## src/rtl/sdram_word_adapter.sv

```systemverilog
// Splits 32-bit word requests into two 16-bit sdram commands (low then high halfword)
// and reassembles read halves into a single 32-bit completion; one request in flight.
module sdram_word_adapter #(
  parameter int SDRAM_AW = 26
) (
  input  logic                clk,
  input  logic                reset,
  input  logic                req_valid,
  output logic                req_ready,
  input  logic                req_write,
  input  logic [SDRAM_AW:0]   req_addr,
  input  logic [31:0]         req_wdata,
  input  logic [3:0]          req_wstrb,
  output logic                rsp_valid,
  input  logic                rsp_ready,
  output logic                rsp_write,
  output logic [31:0]         rsp_rdata,
  output logic                read,
  output logic                write,
  output logic [1:0]          wr_strb,
  output logic [SDRAM_AW-1:0] addr,
  input  logic                cmd_ready,
  output logic [15:0]         data_write,
  input  logic [15:0]         data_read,
  input  logic                data_read_val,
  output logic                err_unexpected
);

  typedef enum logic [2:0] {IDLE, CMD_LO, CMD_HI, WAIT_RD, RSP} state_t;

  state_t              state;
  logic [SDRAM_AW-2:0] word_q;
  logic [31:0]         wdata_q;
  logic [3:0]          wstrb_q;
  logic                write_q;
  logic [15:0]         rd_lo;
  logic [15:0]         rd_hi;
  logic [1:0]          beat_cnt;
  logic                accept;
  logic                rd_window;
  logic                unused_addr_lsb;

  assign accept          = req_valid & req_ready;
  assign rd_window       = ~write_q & ((state == CMD_LO) | (state == CMD_HI) | (state == WAIT_RD));
  assign unused_addr_lsb = ^req_addr[1:0];

  always_ff @(posedge clk) begin
    if (reset) begin
      state          <= IDLE;
      req_ready      <= 1'b0;
      rsp_valid      <= 1'b0;
      rsp_write      <= 1'b0;
      rsp_rdata      <= '0;
      read           <= 1'b0;
      write          <= 1'b0;
      wr_strb        <= '0;
      addr           <= '0;
      data_write     <= '0;
      err_unexpected <= 1'b0;
      word_q         <= '0;
      wdata_q        <= '0;
      wstrb_q        <= '0;
      write_q        <= 1'b0;
      rd_lo          <= '0;
      rd_hi          <= '0;
      beat_cnt       <= '0;
    end else begin
      // Beats are only legal while a read is between its first command and its completion.
      if (data_read_val) begin
        if (rd_window && beat_cnt != 2'd2) begin
          if (beat_cnt == 2'd0) rd_lo <= data_read;
          else                  rd_hi <= data_read;
          beat_cnt <= beat_cnt + 2'd1;
        end else begin
          err_unexpected <= 1'b1;
        end
      end

      case (state)
        IDLE: begin
          req_ready <= 1'b1;
          if (accept) begin
            req_ready <= 1'b0;
            word_q    <= req_addr[SDRAM_AW:2];
            wdata_q   <= req_wdata;
            wstrb_q   <= req_wstrb;
            write_q   <= req_write;
            beat_cnt  <= 2'd0;
            if (!req_write || req_wstrb[1:0] != 2'b00) begin
              state      <= CMD_LO;
              read       <= ~req_write;
              write      <= req_write;
              addr       <= {req_addr[SDRAM_AW:2], 1'b0};
              data_write <= req_wdata[15:0];
              wr_strb    <= req_wstrb[1:0];
            end else if (req_wstrb[3:2] != 2'b00) begin
              state      <= CMD_HI;
              write      <= 1'b1;
              addr       <= {req_addr[SDRAM_AW:2], 1'b1};
              data_write <= req_wdata[31:16];
              wr_strb    <= req_wstrb[3:2];
            end else begin
              state     <= RSP;
              rsp_valid <= 1'b1;
              rsp_write <= 1'b1;
              rsp_rdata <= '0;
            end
          end
        end

        CMD_LO: begin
          if (cmd_ready) begin
            if (write_q && wstrb_q[3:2] == 2'b00) begin
              state      <= RSP;
              write      <= 1'b0;
              wr_strb    <= '0;
              data_write <= '0;
              rsp_valid  <= 1'b1;
              rsp_write  <= 1'b1;
              rsp_rdata  <= '0;
            end else begin
              state      <= CMD_HI;
              addr       <= {word_q, 1'b1};
              data_write <= wdata_q[31:16];
              wr_strb    <= wstrb_q[3:2];
            end
          end
        end

        CMD_HI: begin
          if (cmd_ready) begin
            read       <= 1'b0;
            write      <= 1'b0;
            wr_strb    <= '0;
            data_write <= '0;
            if (write_q) begin
              state     <= RSP;
              rsp_valid <= 1'b1;
              rsp_write <= 1'b1;
              rsp_rdata <= '0;
            end else begin
              state <= WAIT_RD;
            end
          end
        end

        WAIT_RD: begin
          // Uses the registered count, so a beat landing now completes next cycle.
          if (beat_cnt == 2'd2) begin
            state     <= RSP;
            rsp_valid <= 1'b1;
            rsp_write <= 1'b0;
            rsp_rdata <= {rd_hi, rd_lo};
          end
        end

        RSP: begin
          if (rsp_ready) begin
            state     <= IDLE;
            rsp_valid <= 1'b0;
            rsp_write <= 1'b0;
            rsp_rdata <= '0;
            req_ready <= 1'b1;
          end
        end

        default: state <= IDLE;
      endcase
    end
  end

endmodule

```

## config.mk

```make
export PLATFORM = sky130hd
export DESIGN_NAME = sdram_word_adapter
export DESIGN_NICKNAME = d
export VERILOG_FILES = /design/src/rtl/sdram_word_adapter.sv
export SDC_FILE = /design/constraint.sdc
export NUM_CORES = 1
export LEC_CHECK = 0
export BUFFER_PORTS_ARGS = -buffer_cell sky130_fd_sc_hd__buf_2
export CORE_AREA = 4 4 137 139
export DETAILED_ROUTE_END_ITERATION = 8
export DIE_AREA = 0 0 141 143
export PLACE_DENSITY_LB_ADDON = 0.08
export SLEW_MARGIN = 30
export SYNTH_ARGS = -nofsm -noshare
export SYNTH_HDL_FRONTEND = slang
export SYNTH_SLANG_ARGS = --single-unit
```

## constraint.sdc

```tcl
create_clock -name clk -period 2 [get_ports clk]
set_input_delay 0.1 -clock clk [delete_from_list [all_inputs] [get_ports clk]]
set_output_delay 0.1 -clock clk [all_outputs]
set_load 0.05 [all_outputs]
```

==> flow_summary_export.csv <==
group,metric,value,unit
grt,overflow,0,
synth,synth_nets,882,
drt,drtIter0Drc,310,
synth,yosysMostFrequentCell,"dfxtp_1",
floorplanning,start_util,39.2,%
grt,antenna_found_initial,1,
place,dp_cells,1142,
drt,wirelength,18500,µm
synth,synth_area_leaders,"dfxtp_1 (47%), mux2i_1 (8.7%), nand2_1 (6.9%)",
clock_tree,cts_setup_buffers,0,
finish,layout.nets,1081,
drt,vias,6157,
grt,grt_start_max_net_pins,76,
clock_tree,cts_buffer_depth,2,
place,numPortBuffers,165,
timing,rsz0062_at_grt,"false",
run_status,status,"complete, no violations",
worst_setup_path,path_buf_inv,3,
floorplanning,rows,49,
worst_setup_path,slowest_delay,0.53,ns
finish,drive_above_1_share,25.2,%
run,drv_cap,0,
clock_tree,clockRootBuffer,"clkbuf_16",
timing,skew,0.00739,ns
worst_setup_path,crit_chain,"dlygate4sd3_1 > buf_2 > nor3b_2 > a211o_1 > a211oi_4 > buf_12 > nor2_1 > a211oi_2",
worst_setup_path,startpoint_type,"input pin",
finish,diodes,0,
place,routabilityCongestion,0.812,
pwr,seqPwrFrac,40.5,%
worst_setup_path,crit_family,"buffers and inverters",
grt,grt_first_pass_wirelength,30300,µm
synth,ys_seq_area_share,47.2,%
synth,ys_types,46,
timing,finalSetupViolations,0,
pwr,switching_share,27.9,%
drt,drt_first_pass_iters,5,
grt,grtUsageTotal,18.5,%
synth,syn_area_per_cell,8.71,µm²
place,dp_hpwl,12400,µm
worst_setup_path,end_kind,"register",
pwr,p_sw,2.45,mW
clock_tree,tritoncts,"done",
pwr,power_density,950,nW/µm²
synth,synth_top_area_share,47.2,%
worst_setup_path,cp.required,2.33,ns
worst_hold_path,hp-class,"input pin to register",
drt,viasPerCell,4.99,
worst_setup_path,arrival,2.20,ns
synth,synth_edf_count,0,
synth,synthTopCellsByCount,"dfxtp_1 (163), nand2_1 (128), a21oi_1 (89), nor2_1 (89), mux2i_1 (60)",
pwr,internal_power,6.32,mW
clock_tree,cts_sinks,163,
finish,syn2layout_area_growth,33.4,%
timing,finalCriticalPeriod,1.87,ns
timing,hold_viol_final,0,
timing,worstMarginPinSlew,0.768,ns
floorplanning,die_w,141,µm
synth,yosys.area.top_type,"dfxtp_1",
pwr,pwr-share-comb,18.8,%
pwr,p_clk_share,40.7,%
drt,drcViolationCount,0,
synth,syn-cell-area,6920,µm²
worst_setup_path,regToRegSetupSlack,0.14,ns
timing,slew_headroom,48.8,%
floorplanning,die_area,20200,µm²
floorplanning,io_pins,168,
timing,slew_viol_final,0,
timing,finalCritPeriodShare,93.4,%
timing,tns,0,ns
drt,wire_per_inst,15.0,µm
synth,ys.flop_type,"dfxtp_1",
timing,max_freq,535,MHz
finish,instances_no_fill,1234,
synth,yosys_register_bits,163,
clock_tree,clk_pin_slew,0.06,ns
worst_setup_path,path_class,"input pin to register",
synth,yosysWarnings,0,
synth,async_flop_share,0,%
timing,timing.hold.ws,0.0885,ns
floorplanning,core,17700,µm²
worst_setup_path,crit_fanout,51,
drt,antenna_left,0,
worst_setup_path,critPathSlowestCell,"dlygate4sd3_1",
pwr,peakVddDrop,0.618,mV
clock_tree,clkLatencyLatePin,0.41,ns
clock_tree,cts-buffers-inserted,17,
grt,grt_pass1_vias,6282,
synth,netlist_instances,794,
floorplanning,die_y,143,µm
pwr,p_leak,3.79,nW
clock_tree,htree_levels,4,
-- kinds of logic (layout without fill, tap and decap cells) --
| kind of cell | count (synthesis) | in the layout | synth area share, % |
|---|---|---|---|
| AOI/OAI and AO/OA | 184 | 184 | 17.6 |
| xor gates and xnor gates | 2 | 2 | 0.253 |
| adders and majority gates | 2 | 2 | 0.362 |
| buffers and inverters | 71 | 282 | 5.53 |
| DFF | 163 | 163 | 47.2 |
| muxes | 60 | 60 | 8.68 |
| and+or+nand+nor | 312 | 312 | 20.4 |
-- power by group through the flow --
stage / clock network (mW) / registers (mW) / logic [mW]
after global routing: 3.82 / 3.57 / 1.79
after global placement: 0 / 3.61 / 1.54
after CTS: 3.68 / 3.55 / 1.66
final: 3.57 / 3.55 / 1.65
after detailed placement: 0 / 3.62 / 1.57
after floorplan: 0 / 4.03 / 0.734
-- path summary, 6_finish.rpt --
check / startpoint / end / cells past startpoint
hold / removal: reset / rd_hi[13]$_SDFFE_PP0P_ / 2
setup reg to reg: beat_cnt[0]$_SDFF_PP0_ / rsp_rdata[26]$_SDFFE_PP0P_ / 8
hold reg to reg: word_q[17]$_SDFFE_PP0P_ / word_q[17]$_SDFFE_PP0P_ / 2
setup / recovery: req_write / addr[15]$_SDFFE_PP0P_ / 8
-- registers in the layout (all words and copies together), names as in the netlist, 2 cells and up --
signal	count
state	3
rd_hi	16
wr_strb	2
rsp_rdata	32
addr	26
beat_cnt	2
data_write	16
wdata_q	16
word_q	25
wstrb_q	2
rd_lo	16
-- through the flow --
step	worst slack [ns]	instance area (µm²)	utilization, %	power, mW
4_1_cts	0.0894	9230	52.3	8.89
3_3_place_gp	0.173	7970	45.1	5.15
5_1_grt	0.00357	9230	52.3	9.18
2_1_floorplan	0.0209	6920	-	4.76
6_report	0.132	9230	52.3	8.77
3_5_place_dp	0.140	7970	45.1	5.19
-- layout by cell type (no fill, tap or decap), drive strengths merged, types with 2 or more instances in the layout --
| cell | n |
|---|---|
| buf | 186 |
| dfxtp | 163 |
| nand2 | 128 |
| nor2 | 91 |
| a21oi | 89 |
| dlygate4sd3 | 61 |
| mux2i | 60 |
| a211oi | 46 |
| nand2b | 38 |
| o21ai | 35 |
| nand3 | 34 |
| clkbuf | 22 |
| bufinv | 5 |
| inv | 4 |
| o21a | 4 |
| nor3 | 4 |
| nor3b | 4 |
| a31oi | 3 |
| a211o | 3 |
| or2 | 3 |
| clkinv | 3 |
| xnor2 | 2 |
| or3b | 2 |
| ha | 2 |
-- metal layers --
layer | wire, µm | GRT usage [%] | vias up
li1 | - | - | 3114
met1 | 8330 | 23.1 | 2858
met2 | 8890 | 31.2 | 164
met3 | 1020 | 5.16 | 19
met4 | 202 | 5.66 | 2
met5 | 13 | 0 | -
-- area by class of cell --
type / instances / area (µm²)
repair buffers: 247 / 1710
well taps: 229 / 287
inverters: 4 / 15.0
flip-flops and latches: 163 / 3260
fillers: 1659 / 8420
clock buffers: 22 / 474
multi-input cells: 560 / 3310
clock inverters: 9 / 176
-- what timing repair did --
item	in CTS	in global routing
endpoints found under the setup margin	0	10
hold endpoints to repair	77	0
resized for setup	0	2
hold buffers	61	0
Power figures use the tool's default switching activity.
